==> src/rtl/uart_pkg.sv <==
// Shared types and helpers for the word-oriented UART transceiver.
// UART_PARITY_EN adds the even-parity state to the frame FSMs.
package uart_pkg;

   localparam int OVERSAMPLE = 16;

   typedef enum logic [2:0] {
      S_IDLE,
      S_START,
      S_DATA,
`ifdef UART_PARITY_EN
      S_PARITY,
`endif
      S_STOP
   } uart_state_e;

   function automatic int calc_div(input longint clk_hz,
                                   input longint baud);
      return int'(clk_hz / (baud * OVERSAMPLE));
   endfunction

endpackage

==> src/rtl/uart_word_xcvr_tick.sv <==
// Free-running divider producing the shared x16 oversample tick.
// One-cycle pulse every DIV clocks.
module uart_baud_tick #(
   parameter int DIV = 2
) (
   input  logic clk,
   input  logic rst_n,
   output logic tick_o
);

   localparam int CW = (DIV > 1) ? $clog2(DIV) : 1;

   logic [CW-1:0] cnt_q;
   logic          tick_q;

   if (DIV < 2) begin : g_div_chk
      $error("uart_baud_tick: DIV must be at least 2");
   end

   always_ff @(posedge clk or negedge rst_n) begin
      if (!rst_n) begin
         cnt_q  <= '0;
         tick_q <= 1'b0;
      end else if (cnt_q == CW'(DIV - 1)) begin
         cnt_q  <= '0;
         tick_q <= 1'b1;
      end else begin
         cnt_q  <= cnt_q + CW'(1);
         tick_q <= 1'b0;
      end
   end

   assign tick_o = tick_q;

endmodule

==> src/rtl/uart_word_xcvr.sv <==
// Word-assembling UART transceiver, first byte in the word MSBs.
// Build with UART_PARITY_EN for 8E1 frames; default is 8N1.
module uart_word_xcvr
   import uart_pkg::*;
#(
   parameter int CLK_FREQ     = 100000000,
   parameter int BAUD         = 115200,
   parameter int WORD_BYTES   = 4,
   parameter int TIMEOUT_BITS = 20
) (
   input  logic                    clk,
   input  logic                    rst_n,
   input  logic                    rx,
   output logic                    tx,
   input  logic [8*WORD_BYTES-1:0] tx_word,
   input  logic                    tx_valid,
   output logic                    tx_ready,
   output logic [8*WORD_BYTES-1:0] rx_word,
   output logic                    rx_valid,
   output logic                    rx_frame_err,
   output logic                    rx_parity_err
);

   localparam int W   = 8 * WORD_BYTES;
   localparam int DIV = calc_div(CLK_FREQ, BAUD);
   localparam int CW  = $clog2(WORD_BYTES + 1);
   localparam int TOT = TIMEOUT_BITS * OVERSAMPLE;
   localparam int TOW = $clog2(TOT + 1);

   if (WORD_BYTES < 1 || WORD_BYTES > 8) begin : g_wb_chk
      $error("uart_word_xcvr: WORD_BYTES must be 1..8");
   end

   logic tick;

   uart_baud_tick #(.DIV(DIV)) u_tick (
      .clk    (clk),
      .rst_n  (rst_n),
      .tick_o (tick)
   );

   logic rx_m_q, rx_s_q, rx_p_q;

   always_ff @(posedge clk or negedge rst_n) begin
      if (!rst_n) begin
         rx_m_q <= 1'b1;
         rx_s_q <= 1'b1;
         rx_p_q <= 1'b1;
      end else begin
         rx_m_q <= rx;
         rx_s_q <= rx_m_q;
         rx_p_q <= rx_s_q;
      end
   end

   uart_state_e    rx_st_q;
   logic [3:0]     rx_ph_q;
   logic [2:0]     rx_bit_q;
   logic [7:0]     rx_sh_q;
   logic [W-1:0]   rx_acc_q, rx_word_q;
   logic [CW-1:0]  rx_cnt_q;
   logic [TOW-1:0] rx_to_q;
   logic           rx_vld_q, rx_fe_q, rx_bad;
   logic           rx_fall, rx_mid;

   assign rx_fall = rx_p_q & ~rx_s_q;
   assign rx_mid  = tick && (rx_ph_q == 4'd15);

`ifdef UART_PARITY_EN
   logic rx_par_q, rx_pe_q;
   assign rx_bad        = !rx_s_q || rx_par_q;
   assign rx_parity_err = rx_pe_q;
`else
   assign rx_bad        = !rx_s_q;
   assign rx_parity_err = 1'b0;
`endif

   always_ff @(posedge clk or negedge rst_n) begin
      if (!rst_n) begin
         rx_st_q   <= S_IDLE;
         rx_ph_q   <= '0;
         rx_bit_q  <= '0;
         rx_sh_q   <= '0;
         rx_acc_q  <= '0;
         rx_cnt_q  <= '0;
         rx_to_q   <= '0;
         rx_word_q <= '0;
         rx_vld_q  <= 1'b0;
         rx_fe_q   <= 1'b0;
`ifdef UART_PARITY_EN
         rx_par_q  <= 1'b0;
         rx_pe_q   <= 1'b0;
`endif
      end else begin
         rx_vld_q <= 1'b0;
         rx_fe_q  <= 1'b0;
`ifdef UART_PARITY_EN
         rx_pe_q  <= 1'b0;
`endif
         if (tick && rx_st_q != S_IDLE) rx_ph_q <= rx_ph_q + 4'd1;
         if (rx_cnt_q == CW'(WORD_BYTES)) begin
            rx_word_q <= rx_acc_q;
            rx_vld_q  <= 1'b1;
            rx_cnt_q  <= '0;
         end
         unique case (rx_st_q)
            S_IDLE: begin
               if (rx_fall) begin
                  rx_st_q <= S_START;
                  rx_ph_q <= '0;
                  rx_to_q <= '0;
               end else if (tick && rx_cnt_q != '0) begin
                  // partial word ages out after TIMEOUT_BITS idle bit-times
                  if (rx_to_q == TOW'(TOT - 1)) begin
                     rx_cnt_q <= '0;
                     rx_to_q  <= '0;
                  end else begin
                     rx_to_q <= rx_to_q + TOW'(1);
                  end
               end
            end
            S_START: begin
               if (tick && rx_ph_q == 4'd7) begin
                  rx_ph_q  <= '0;
                  rx_bit_q <= '0;
                  rx_st_q  <= rx_s_q ? S_IDLE : S_DATA;
               end
            end
            S_DATA: begin
               if (rx_mid) begin
                  rx_sh_q  <= {rx_s_q, rx_sh_q[7:1]};
                  rx_bit_q <= rx_bit_q + 3'd1;
`ifdef UART_PARITY_EN
                  if (rx_bit_q == 3'd7) rx_st_q <= S_PARITY;
`else
                  if (rx_bit_q == 3'd7) rx_st_q <= S_STOP;
`endif
               end
            end
`ifdef UART_PARITY_EN
            S_PARITY: begin
               if (rx_mid) begin
                  rx_par_q <= (^rx_sh_q) ^ rx_s_q;
                  rx_st_q  <= S_STOP;
               end
            end
`endif
            S_STOP: begin
               if (rx_mid) begin
                  rx_fe_q <= !rx_s_q;
`ifdef UART_PARITY_EN
                  rx_pe_q <= rx_par_q;
`endif
                  if (rx_bad) begin
                     rx_cnt_q <= '0;
                  end else begin
                     rx_acc_q <= (rx_acc_q << 8) | W'(rx_sh_q);
                     rx_cnt_q <= rx_cnt_q + CW'(1);
                  end
                  rx_to_q <= '0;
                  rx_st_q <= S_IDLE;
               end
            end
            default: rx_st_q <= S_IDLE;
         endcase
      end
   end

   assign rx_word      = rx_word_q;
   assign rx_valid     = rx_vld_q;
   assign rx_frame_err = rx_fe_q;

   uart_state_e   tx_st_q;
   logic [3:0]    tx_ph_q;
   logic [2:0]    tx_bit_q;
   logic [W-1:0]  tx_w_q;
   logic [CW-1:0] tx_n_q;
   logic          tx_q, tx_rdy_q, tx_go_q;
   logic [7:0]    tx_cur;
   logic          tx_end;

   assign tx_cur = tx_w_q[W-1 -: 8];
   assign tx_end = tick && !tx_go_q && (tx_ph_q == 4'd15);

   always_ff @(posedge clk or negedge rst_n) begin
      if (!rst_n) begin
         tx_st_q  <= S_IDLE;
         tx_ph_q  <= '0;
         tx_bit_q <= '0;
         tx_w_q   <= '0;
         tx_n_q   <= '0;
         tx_q     <= 1'b1;
         tx_rdy_q <= 1'b1;
         tx_go_q  <= 1'b0;
      end else begin
         if (tick && !tx_go_q && tx_st_q != S_IDLE)
            tx_ph_q <= tx_ph_q + 4'd1;
         unique case (tx_st_q)
            S_IDLE: begin
               if (tx_valid && tx_rdy_q) begin
                  tx_w_q   <= tx_word;
                  tx_n_q   <= '0;
                  tx_ph_q  <= '0;
                  tx_go_q  <= 1'b1;
                  tx_rdy_q <= 1'b0;
                  tx_st_q  <= S_START;
               end
            end
            S_START: begin
               // first tick after acceptance opens the start bit
               if (tick && tx_go_q) begin
                  tx_go_q <= 1'b0;
                  tx_q    <= 1'b0;
               end else if (tx_end) begin
                  tx_q     <= tx_cur[0];
                  tx_bit_q <= '0;
                  tx_st_q  <= S_DATA;
               end
            end
            S_DATA: begin
               if (tx_end) begin
                  if (tx_bit_q == 3'd7) begin
`ifdef UART_PARITY_EN
                     tx_q    <= ^tx_cur;
                     tx_st_q <= S_PARITY;
`else
                     tx_q    <= 1'b1;
                     tx_st_q <= S_STOP;
`endif
                  end else begin
                     tx_q     <= tx_cur[tx_bit_q + 3'd1];
                     tx_bit_q <= tx_bit_q + 3'd1;
                  end
               end
            end
`ifdef UART_PARITY_EN
            S_PARITY: begin
               if (tx_end) begin
                  tx_q    <= 1'b1;
                  tx_st_q <= S_STOP;
               end
            end
`endif
            S_STOP: begin
               if (tx_end) begin
                  if (tx_n_q == CW'(WORD_BYTES - 1)) begin
                     tx_rdy_q <= 1'b1;
                     tx_st_q  <= S_IDLE;
                  end else begin
                     tx_w_q  <= tx_w_q << 8;
                     tx_n_q  <= tx_n_q + CW'(1);
                     tx_q    <= 1'b0;
                     tx_st_q <= S_START;
                  end
               end
            end
            default: tx_st_q <= S_IDLE;
         endcase
      end
   end

   assign tx       = tx_q;
   assign tx_ready = tx_rdy_q;

endmodule
==> config.mk <==
export PLATFORM = sky130hd
export DESIGN_NAME = uart_word_xcvr
export DESIGN_NICKNAME = d
export VERILOG_FILES = /design/src/rtl/uart_pkg.sv /design/src/rtl/uart_word_xcvr_tick.sv /design/src/rtl/uart_word_xcvr.sv
export SDC_FILE = /design/constraint.sdc
export NUM_CORES = 1
export LEC_CHECK = 0
export ABC_AREA = 1
export CORE_ASPECT_RATIO = 1.75
export CORE_MARGIN = 8
export CORE_UTILIZATION = 35
export DETAILED_ROUTE_END_ITERATION = 10
export SYNTH_ARGS = -nofsm -noshare
export SYNTH_HDL_FRONTEND = slang
export SYNTH_HIERARCHICAL = 1
export SYNTH_SLANG_ARGS = --single-unit
==> constraint.sdc <==
create_clock -name clk -period 1.86 [get_ports clk]
set_input_delay 0.372 -clock clk [delete_from_list [all_inputs] [get_ports clk]]
set_output_delay 0.372 -clock clk [all_outputs]
set_load 0.005 [all_outputs]
Word level (Yosys, flattened, before mapping)
Cells that the tools add are included.

Register bits: 154. Output and inout bits: 37. Logic and storage cells: 171.

Mux-type cells: 71. Bitwise gates (word level): 3. Reductions and logical operators: 33. Order comparisons: 1. Equal/unequal tests: 32. Add/subtract/negate cells: 8.

Operator list (count): 2-to-1 mux 32 bit (3); 2-to-1 mux 3 bit (26); one-hot mux 32 bit (2 select lines) (1); 2-to-1 mux 9 bit (4); OR 32 x 8 -> 32 bit (1); inequality test 2 bit (second input constant) (15); 2-to-1 mux 4 bit (6); one-hot mux 3 bit (2 select lines) (4); one-hot mux 3 bit (4 select lines) (2); one-hot mux 9 bit (2 select lines) (1); 2-to-1 mux 1 bit (17); == test 3 x 2 -> 1 bit (second input constant) (5); AND reduction 5 bit (3); adder 3 x 1 -> 3 bit (second input constant) (4); AND reduction 3 bit (4); nonzero test 3 bit (4); nonzero test 2 bit (5); adder 9 x 1 -> 9 bit (second input constant) (1); == test 3 bit (second input constant) (3); == test 9 bit (second input constant) (1); logical AND 1 bit (9); adder 4 x 1 -> 4 bit (second input constant) (2); == test 4 bit (second input constant) (2); one-hot mux 4 bit (2 select lines) (1); 18 further kinds (24).

Longest topological paths before layout
Gate-level depths: netlist of run 1.

Depth after elaboration: 6. Gate-level depth with buffers: 10.

Modules after synthesis
Netlist of run 1, hierarchy kept.

By module, submodules not included: uart_word_xcvr (instances 1, seq. area each 3634.7 um^2, cells each 740, area each 6538.8 um^2); uart_baud_tick (instances 1, seq. area each 175.2 um^2, cells each 37, area each 347.8 um^2).

Worst setup path before layout of run 1
No wires, ideal clock.

Path kind: reg2reg. Start: register rx_st_q[1]. End: register rx_to_q[3]. Library setup time: 0.113 ns. Slack: 0.179 ns. Stages on the path, launching flop included: 11. Arrival: 1.568 ns. Required time: 1.747 ns. Clock period less this slack: 1.681 ns. Path buffers: 1. Cells stage by stage: dfrtp_1 -> inv_1 -> ha_1 -> inv_1 -> a21oi_1 -> nand2_1 -> nand3_1 -> clkbuf_1 -> o21ai_0 -> nand2_1 -> inv_1.

Word-level cells in the longest chain between the ends: 3.

RTL lines: start, declared (RTL line uart_word_xcvr.sv:56) `uart_state_e rx_st_q;`; start signal, assigned (RTL line uart_word_xcvr.sv:126) `rx_st_q <= rx_s_q ? S_IDLE : S_DATA;`; == test 3 x 2 -> 1 bit or logical NOT 3 bit (tied branches) (RTL line uart_word_xcvr.sv:106) `unique case (rx_st_q)`; inequality test 2 bit (no source line), or another cell as far along; AND reduction 3 bit (no source line); end signal, assigned (RTL line uart_word_xcvr.sv:118) `rx_to_q <= rx_to_q + TOW'(1);`; end, declared (RTL line uart_word_xcvr.sv:62) `logic [TOW-1:0] rx_to_q;`.

Parallel ways exist; a longest one is shown, timed or not. A chain may end at the register's enable or synchronous reset.

Final worst setup path of run 1
Start: register rx_word_q[13], in the netlist rx_word[13]. End: output port rx_word[13].

RTL lines: start, declared (RTL line uart_word_xcvr.sv:60) `logic [W-1:0] rx_acc_q, rx_word_q;`; start signal, assigned (RTL line uart_word_xcvr.sv:102) `rx_word_q <= rx_acc_q;`; end, declared (RTL line uart_word_xcvr.sv:18) `output logic [8*WORD_BYTES-1:0] rx_word,`.

No word-level cell between the ends.

==> summary.md, run 1 <==
| Metric | Value |
|---|---|
| Die ar. | 24600 um2 |
| Die Width | between 100 and 150 um |
| Met2 WL post-DR | ~7300 um |
| CTS max path bufs | 2 |
| Top routing layer in use | met4 |
| Num CTS Buffers | 17 |
| Final setup TNS | 0 ns |
| 1st-iter DRT viols | 265 |
| Slew Limit Fails | 0 |
| Area Overhead vs Synth | 25.4% |
| IO buf count | just over 70 |
| GR Overflow Total | 0 |
| Global-route wire length before repair | 24600 um |
| Crit Path Class | reg -> out |
| Total Power | 7710 uW |
| Die H | 202 um |
| Primary FF master, synth | dfrtp_1 |
| VDD IR max | 0.000549 V |
| Synthesized area per cell | 8.86 um2 |
| Setup Fix Bufs, Post-CTS | 0 |
| Worst path bufs/invs | 1 |
| CTS tree | yes |
| Netlist cell types | 34 |
| Hold Crit Class | in -> async |
| Setup repair after global routing missed its margin | no |
| Layout cells sized above 1 | under 10% |
| Minimum clock period | 1.69 ns |
| Crit-path cells | clkdlybuf4s50_1 |
| DRC viols | 0 |
| CP max stage cell | clkdlybuf4s50_1 |
| Initial antenna violation count | 0 |
| Core ar. | 19500 um2 |
| Drt total wl | 13900 um |
| Peak Freq | roughly 590 MHz |
| CTS root buffer | clkbuf_16 |
| Diodes inserted | 0 |
| Avg WL per Cell | around 12 um |
| Largest net degree at the start of global routing | 60 |
| Synth async-reset ratio | 100% |
| Final ANT Viol Nets | 0 |
| Maxcap violations | 0 |
| Commonest cells in the netlist | nand2_1, dfrtp_1, o21ai_0 |
| Num rows | 68 |
| Flops & latches, synth | 152 |
| Met1 WL | 5780 um |
| Status | completed |
| Area share of the largest cell type after synthesis | a little over half |
| Reg clk slew, reported paths | 0.07 ns |
| Setup Viol. Count Final | 0 |
| RePlAce Congestion | 0.784 |
| Most common cell in the synthesized netlist | nand2_1 |
| Fillcell total | 1879 |
| Starting density of the core | 35.3% |
| Met3 Wirelength | 517 um |
| H-Tree Depth | 4 |
| GRT Total Usage | 12.3% |
| Pwr dens | between 800 and 900 nW/um2 |
| Critical path endpoint category | primary output |
| Mapped cell area | 6890 um2 |
| LEAKAGE | 0.00399 uW |
| DP HPWL | ~10000 um |
| Vias | 5168 |
| CP peak stage delay | ~0.52 ns |
| EDFF count, synth | 0 |
| Synth area leaders | dfrtp_1, nand2_1, o21ai_0 |
| Synth warn | 6 |
| Cell count after synthesis | approximately 780 |
| Clock Sinks | 152 |
| Fin crit share | 90.6% |
| Syn nets | 835 |
| Vias per cell | 4.61 |
| Worst setup SP type | register |
| Synth area leader | dfrtp_1 |
| Final hold vios | 0 |
| DRT Pass-1 Iters | 5 |
| Top delay family on crit path | buffers and inverters |
| Worst EP required | 1.49 ns |
| Worst hold slack | 0.363 ns |
| CP arrival | 1.31 ns |
| Nets | 922 |
| Worst-Skew Late Latency | 0.42 ns |
| Skew final | 0.0174 ns |
| Vias in the first global route | 5317 |
| Post-synthesis sequential area ratio | a little under three fifths |
| Worst-path maximum fanout | 2 |
| Ports | 73 |
[kinds of logic (layout without fill, tap and decap cells)]
| kind of cell | count (synthesis) | count (layout) | synth area share, % |
|---|---|---|---|
| muxes | 24 | 24 | 3.49 |
| DFF | 152 | 152 | 55.3 |
| xor gates and xnor gates | 8 | 8 | 1.02 |
| AOI/OAI and AO/OA | 133 | 133 | 9.88 |
| adders and majority gates | 22 | 22 | 4.00 |
| other | 1 | 1 | 0.0545 |
| and+or+nand+nor | 325 | 325 | 19.6 |
| buffers and inverters | 112 | 212 | 6.63 |
[routing by layer]
metal,GRT usage (%),up-vias
met5,0,-
met3,2.92,17
met1,13.6,2415
li1,-,2658
met2,21.8,78
met4,4.83,0
[path summary, 6_finish.rpt]
path | startpoint | end | slack [ns] | cells past startpoint
hold reg to reg | rx_m_q | rx_s_q | 0.37 | 0
min in group clk | rx_m_q | rx_s_q | 0.37 | 0
max in group asynchronous | rst_n | rx_word[27] | 0.85 | 3
setup / recovery | rx_word[13] | rx_word[13] | 0.17 | 1
setup reg to reg | rx_to_q[0] | rx_to_q[5] | 0.19 | 8
hold / removal | rst_n | rx_word[28] | 0.36 | 2
[registers in the layout, summed over array words and instances, names as in the netlist]
register       flops
rx_acc_q          32
rx_bit_q           3
rx_cnt_q           3
rx_frame_err       1
rx_m_q             1
rx_p_q             1
rx_ph_q            4
rx_s_q             1
rx_sh_q            8
rx_st_q            2
rx_to_q            9
rx_valid           1
rx_word           32
tx                 1
tx_bit_q           3
tx_go_q            1
tx_n_q             3
tx_ph_q            4
tx_ready           1
tx_st_q            2
tx_w_q            32
u_tick/cnt_q       6
u_tick/tick_o      1
[cell type report]
type	instances	area [um2]	area share, %
sequential	152	3810	44.1
multi-input combinational	513	2630	30.5
timing repair buffer	95	980	11.3
clock buffer	17	425	4.93
inverter	85	322	3.72
tap	245	307	3.55
clock inverter	15	158	1.83
[layout by cell type (no fill, tap or decap), types with 3 or more instances in the layout]
master,count
nor3_1,5
xnor2_1,4
dfstp_2,5
dfrtp_1,147
nand3_1,39
ha_1,22
xor2_1,4
clkbuf_16,17
buf_12,7
mux2i_1,24
o21ai_0,100
o21ai_1,15
clkdlybuf4s50_1,68
inv_6,6
nor2_2,7
buf_4,16
inv_1,84
clkinvlp_4,3
a21oi_1,10
nand2_1,227
nand4_1,4
nor2_1,35
[timing repair]
action / 4_1_cts / 5_1_grt
setup endpoints to repair: 2 / 11
hold buffers: 1 / 0
resized for setup: 2 / 2
hold endpoints to repair: 18 / 0
[metrics by stage]
| stage | area, um2 | utilization (%) | std cells | worst slack, ns |
|---|---|---|---|---|
| floorplan | 6890 | - | 777 | 0.179 |
| global placement | 8040 | 41.2 | 1089 | 0.154 |
| detailed placement | 8040 | 41.2 | 1089 | 0.115 |
| CTS | 8630 | 44.3 | 1122 | 0.128 |
| global route | 8630 | 44.3 | 1122 | 0.00673 |
| finish | 8630 | 44.3 | 1122 | 0.174 |
[power by group]
group / switching [uW] / internal [uW] / leakage [uW]
Sequential: 57.4 / 3370 / 0.00206
Clock: 1490 / 1890 / 0.000278
Combinational: 528 / 372 / 0.00165
Power figures use the tool's default switching activity.
==> run 2, diff against run 1 <==
- GPL_TIMING_DRIVEN: not set -> 0
==> summary.md, run 2 (synthesized netlist as in run 1, its figures left out) <==
| Metric | Value |
|---|---|
| Final setup TNS | 0 ns (unchanged) |
| Vias in the first global route | 5384 (+1.3%) |
| Reg power frac | 44.3% (about the same) |
| Die Width | 122 um (unchanged) |
| Drt total wl | 15000 um (+8.2%) |
| Clock Sinks | 152 (unchanged) |
| Minimum clock period | 1.75 ns (+0.0672 ns) |
| Status | completed |
| Vias per cell | 4.68 (+1.6%) |
| Fin crit share | 94.2% (+3.6 points) |
| DRT Pass-1 Iters | 4 (-1) |
| CTS max path bufs | 2 (unchanged) |
| Ports | 73 (unchanged) |
| Clock share of power | 45.5% (+1.6 points) |
| RePlAce Congestion | 0.808 (+3.0%) |
| Final ANT Viol Nets | 0 (unchanged) |
| VDD IR max | 0.000749 V (+36%) |
| LEAKAGE | 0.00398 uW (-0.33%) |
| Crit Path Class | reg -> reg |
| Num rows | 68 (unchanged) |
| Worst-path maximum fanout | 10 (+8) |
| Most frequent cells in the layout | nand2_1, dfrtp_1, o21ai_0, inv_1, clkdlybuf4s50_1 |
| Avg WL per Cell | 13.2 um (+7.2%) |
| GRT Total Usage | 12.9% (+0.62 points) |
| Nets | 932 (+1.1%) |
| Die H | 202 um (unchanged) |
| Global-route wire length before repair | 25500 um (+3.6%) |
| Vias | 5296 (+2.5%) |
| Slew Limit Fails | 0 (unchanged) |
| CTS root buffer | clkbuf_16 |
| Die ar. | 24600 um2 (unchanged) |
| Commonest non-fill, non-tap cell in the layout | nand2_1 |
| Area Overhead vs Synth | 25.5% |
| Internal | 5700 uW (+1.2%) |
| CTS tree | yes |
| NetSw | 2050 uW (-0.95%) |
| Critical path endpoint category | register |
| Pwr dens | 898 nW/um2 (+0.54%) |
| Fillcell total | 1917 (+2.0%) |
| Gate power share | 10.2% (-1.5 points) |
| DP HPWL | 10900 um (+8.9%) |
| IO buf count | 71 (unchanged) |
| Sw frac | 26.5% (-0.43 points) |
| Setup repair after global routing missed its margin | yes |
| Worst EP required | 2.16 ns (+0.67 ns) |
| Setup Viol. Count Final | 0 (unchanged) |
| Total Power | 7760 uW (+0.66%) |
| DRC viols | 0 (unchanged) |
| H-Tree Depth | 4 (unchanged) |
| Worst setup SP type | register |
| Num CTS Buffers | 17 (unchanged) |
| Reg clk slew, reported paths | 0.07 ns (about the same) |
| Skew final | 0.00972 ns (-0.00764 ns) |
| GR Overflow Total | 0 (unchanged) |
| 1st-iter DRT viols | 228 (-14%) |
| Hold Crit Class | in -> reg |
| Maxcap violations | 0 (unchanged) |
| Layout cells sized above 1 | 10.8% (+1.8 points) |
| Starting density of the core | 35.3% (unchanged) |
| Largest net degree at the start of global routing | 91 (+52%) |
| Max-slew headroom | 58.8% |
| Worst-Skew Late Latency | 0.43 ns (about the same) |
| Slew @ Worst Pin | 0.618 ns |
| Peak Freq | 570 MHz (-3.8%) |
| CP arrival | 2.05 ns (+0.74 ns) |
| Core ar. | 19500 um2 (unchanged) |
| Diodes inserted | 0 (unchanged) |
| Final hold vios | 0 (unchanged) |
| Initial antenna violation count | 0 (unchanged) |
## run 2: changes by cell type in the layout (fill, tap and decap cells not counted), moves of 3 or more
cell,change
buf_12,-7
buf_2,+12
buf_4,-8
clkbuf_1,+4
clkbuf_2,+5
ha_1,-3
ha_2,+3
inv_1,-4
inv_2,+4
## run 2: worst paths after layout
kind	start	to	slack [ns]	cells past startpoint
worst max-delay path	rx_ph_q[0]	rx_acc_q[24]	0.11	8
worst min-delay path	rx	rx_m_q	0.35	1
worst max register to register	rx_ph_q[0]	rx_acc_q[24]	0.11	8
worst min register to register	rx_m_q	rx_s_q	0.37	0
max in group asynchronous	rst_n	rx_st_q[0]	0.51	3
min in group asynchronous	rst_n	rx_to_q[2]	0.50	2
## run 2: stage by stage
step / worst slack (ns) / util, % / area (um2) / hold WS [ns] / std cells
floorplan: 0.179 / - / 6890 / 0.0764 / 777
global placement: -6.00 / 40.6 / 7900 / 0.362 / 1093
detailed placement: -0.209 / 40.7 / 7930 / 0.362 / 1094
CTS: 0.00961 / 44.0 / 8560 / 0.330 / 1127
global route: -0.0324 / 44.4 / 8640 / 0.348 / 1132
finish: 0.107 / 44.4 / 8640 / 0.346 / 1132
## run 2: layout make-up
| cell class | instances | area [um2] | area share (%) |
|---|---|---|---|
| inverter | 85 | 322 | 3.72 |
| clock buffer | 18 | 439 | 5.08 |
| buffer | 27 | 153 | 1.77 |
| sequential | 152 | 3810 | 44.1 |
| tap | 245 | 307 | 3.55 |
| clock inverter | 14 | 164 | 1.90 |
| timing repair buffer | 78 | 785 | 9.08 |
| multi-input combinational | 513 | 2660 | 30.8 |
## run 2: routing by layer
metal,up-vias,GRT usage (%),part of all wire (%)
li1,2682,-,-
met5,-,0,0
met2,91,23.7,55
met4,0,5.63,1.8
met1,2504,13.4,39
met3,19,2.98,4.4
## run 2: power by group through the flow
stage	clock, uW	combinational (uW)	sequential, uW
final	3530	795	3430
after global routing	3720	919	3440
after CTS	3600	794	3430
after detailed placement	0	769	3490
after global placement	0	753	3490
after floorplan	0	479	3470
## run 2: worst max-delay path, cell delays in order (launching register included)
cell and delay (ns):
dfrtp_1 0.42, ha_2 0.22, nand3_1 0.13, nor2_2 0.20, nand3_1 0.11, buf_2 0.20, buf_2 0.22, nand2_1 0.07
o21ai_0 0.07
## run 2: timing repair
action,in CTS,in global routing
resized for setup,14,22
hold endpoints to repair,58,0
hold buffers,1,0
buffers inserted,0,5
endpoints found under the setup margin,64,102
pin swaps,0,3
==> run 3, diff against run 2 <==
- CORE_ASPECT_RATIO: 1.75 -> not set
- CTS_BUF_LIST: not set -> sky130_fd_sc_hd__clkbuf_8
==> summary.md, run 3 (synthesized netlist as in run 1, its figures left out) <==
| Metric | Value |
|---|---|
| VDD IR max | 0.000463 V (-38%) |
| Top delay family on crit path | buffers and inverters |
| Fin util | 43.6% (-0.77 points) |
| IO buf count | 71 (unchanged) |
| Pwr dens | 794 nW/um2 (-11%) |
| Worst setup SP type | register |
| Diodes inserted | 0 (unchanged) |
| Total Power | 6720 uW (-13%) |
| CP peak stage delay | 0.41 ns (about the same) |
| Vias | 5161 (-2.5%) |
| Worst R2R Start | tx_st_q[0] |
| Final hold vios | 0 (unchanged) |
| R2r worst-path depth | 10 (+2) |
| Area Overhead vs Synth | 22.8% |
| Max-slew headroom | 54.4% (-4.4 points) |
| Vias in the first global route | 5194 (-3.5%) |
| Starting density of the core | 35.5% (+0.16 points) |
| Num rows | 51 (-25%) |
| RePlAce Congestion | 0.779 (-3.7%) |
| Nets | 932 (unchanged) |
| Hold Crit Class | in -> reg |
| DRC viols | 0 (unchanged) |
| Slew @ Worst Pin | 0.684 ns (+0.0659 ns) |
| Hold depth | 1 (unchanged) |
| Worst setup path start | tx_st_q[0] |
| H-Tree Depth | 4 (unchanged) |
| Core ar. | 19400 um2 (-0.44%) |
| Worst-Skew Late Latency | 0.45 ns (+0.02 ns) |
| Status | completed |
| Final setup TNS | 0 ns (unchanged) |
| Skew final | 0.0118 ns (+0.00210 ns) |
| Crit-path cells | inv_1 -> ha_1 -> inv_1 -> a21oi_2 -> nor2_4 -> nand3_4 -> buf_6 -> buf_6 -> nand2_1 -> nand2_1 |
| Worst-path maximum fanout | 10 (unchanged) |
| CTS tree | yes |
| Crit Path Class | reg -> reg |
| Die ar. | 24400 um2 (-0.72%) |
| Ports | 73 (unchanged) |
| GR Overflow Total | 0 (unchanged) |
| Largest net degree at the start of global routing | 84 (-7.7%) |
| Hold Path Origin | rx |
| Clock share of power | 37.0% (-8.5 points) |
| Most frequent cells in the layout | nand2_1, dfrtp_1, o21ai_0, inv_1, clkdlybuf4s50_1 |
| Drt total wl | 14200 um (-5.2%) |
| NetSw | 1890 uW (-8.0%) |
| Reg clk slew, reported paths | 0.08 ns (about the same) |
| Die Width | 156 um (+28%) |
| Hold path endpoint | rx_m_q |
| Reg power frac | 50.9% (+6.6 points) |
| Reg-to-Reg End | tx_n_q[1] |
| Placement Cell Area | 7960 um2 (+0.32%) |
| Maxcap violations | 0 (unchanged) |
| Internal | 4830 uW (-15%) |
| Initial antenna violation count | 0 (unchanged) |
| Layout cells sized above 1 | 10.1% (-0.68 points) |
| Avg WL per Cell | 12.3 um (-6.8%) |
| Post-route cell area | 8460 um2 (-2.2%) |
| Fin crit share | 93.6% (-0.63 points) |
| Commonest non-fill, non-tap cell in the layout | nand2_1 |
| Worst path bufs/invs | 4 (+2) |
| Sw frac | 28.1% (+1.6 points) |
| CP arrival | 2.08 ns (+0.03 ns) |
| Global-route wire length before repair | 24900 um (-2.6%) |
| CP max stage cell | dfrtp_1 |
| 1st-iter DRT viols | 381 (+67%) |
| Setup WS post-layout | 0.119 ns (+0.0117 ns) |
| Final ANT Viol Nets | 0 (unchanged) |
| Pre-CTS setup slack | -0.164 ns (+0.0453 ns) |
| Setup Viol. Count Final | 0 (unchanged) |
| Clock Sinks | 152 (unchanged) |
| CTS root buffer | clkbuf_8 |
| DRT Pass-1 Iters | 4 (unchanged) |
| GRT Total Usage | 12.5% (-0.45 points) |
| Num CTS Buffers | 17 (unchanged) |
| Critical path endpoint category | register |
| CTS max path bufs | 2 (unchanged) |
| Slew Limit Fails | 0 (unchanged) |
| Peak Freq | 574 MHz (+0.67%) |
| DP HPWL | 10200 um (-6.4%) |
| Minimum clock period | 1.74 ns (-0.0117 ns) |
| LEAKAGE | 0.00390 uW (-2.0%) |
| Vias per cell | 4.48 (-4.2%) |
| Gate power share | 12.1% (+1.9 points) |
| Reg2reg setup slack | 0.12 ns (about the same) |
| Worst EP required | 2.20 ns (+0.04 ns) |
| Die H | 156 um (-22%) |
## run 3: worst max path at each step
| stage | endpoint | cells past startpoint |
|---|---|---|
| 2_1_floorplan | rx_to_q[3] | 10 |
| 5_1_grt | tx_w_q[0] | 10 |
| 6_report | tx_n_q[1] | 10 |
| 4_1_cts | rx_word[7] | 6 |
| 3_5_place_dp | rx_to_q[3] | 10 |
| 3_3_place_gp | rx_word[5] | 1 |
## run 3: power groups by stage
stage	Sequential, uW	Combinational (uW)	Clock, uW
floorplan	3470	479	0
global placement	3490	749	0
detailed placement	3480	757	0
CTS	3420	773	2580
global route	3430	965	2730
finish	3420	815	2480
## run 3: layout make-up
cell class,count,area [um2]
Buffer,27,153
Clock inverter,13,133
Inverter,85,322
Timing Repair Buffer,78,785
Clock buffer,19,262
Tap cell,265,332
Fill cell,2023,10900
Sequential cell,152,3810
Multi-Input combinational cell,513,2660
## run 3: routing by layer
layer	vias to the layer above	track usage (%)	wire length [um]
met5	-	0	0
met2	75	19.8	6640
met3	10	2.90	581
met4	0	4.53	162
li1	2674	-	-
met1	2402	16.3	6830
## run 3: what timing repair did
action                                 in CTS  in global routing
hold buffers                                1                  0
endpoints found under the hold margin      64                  0
buffers inserted                            0                  5
gates resized for setup                     9                 23
pin swaps                                   0                  2
setup endpoints to repair                  42                 99
## run 3: metrics by stage
stage	hold WS, ns	cells
floorplan	0.0764	777
global placement	0.363	1113
detailed placement	0.363	1114
CTS	0.299	1147
global route	0.308	1152
finish	0.329	1152
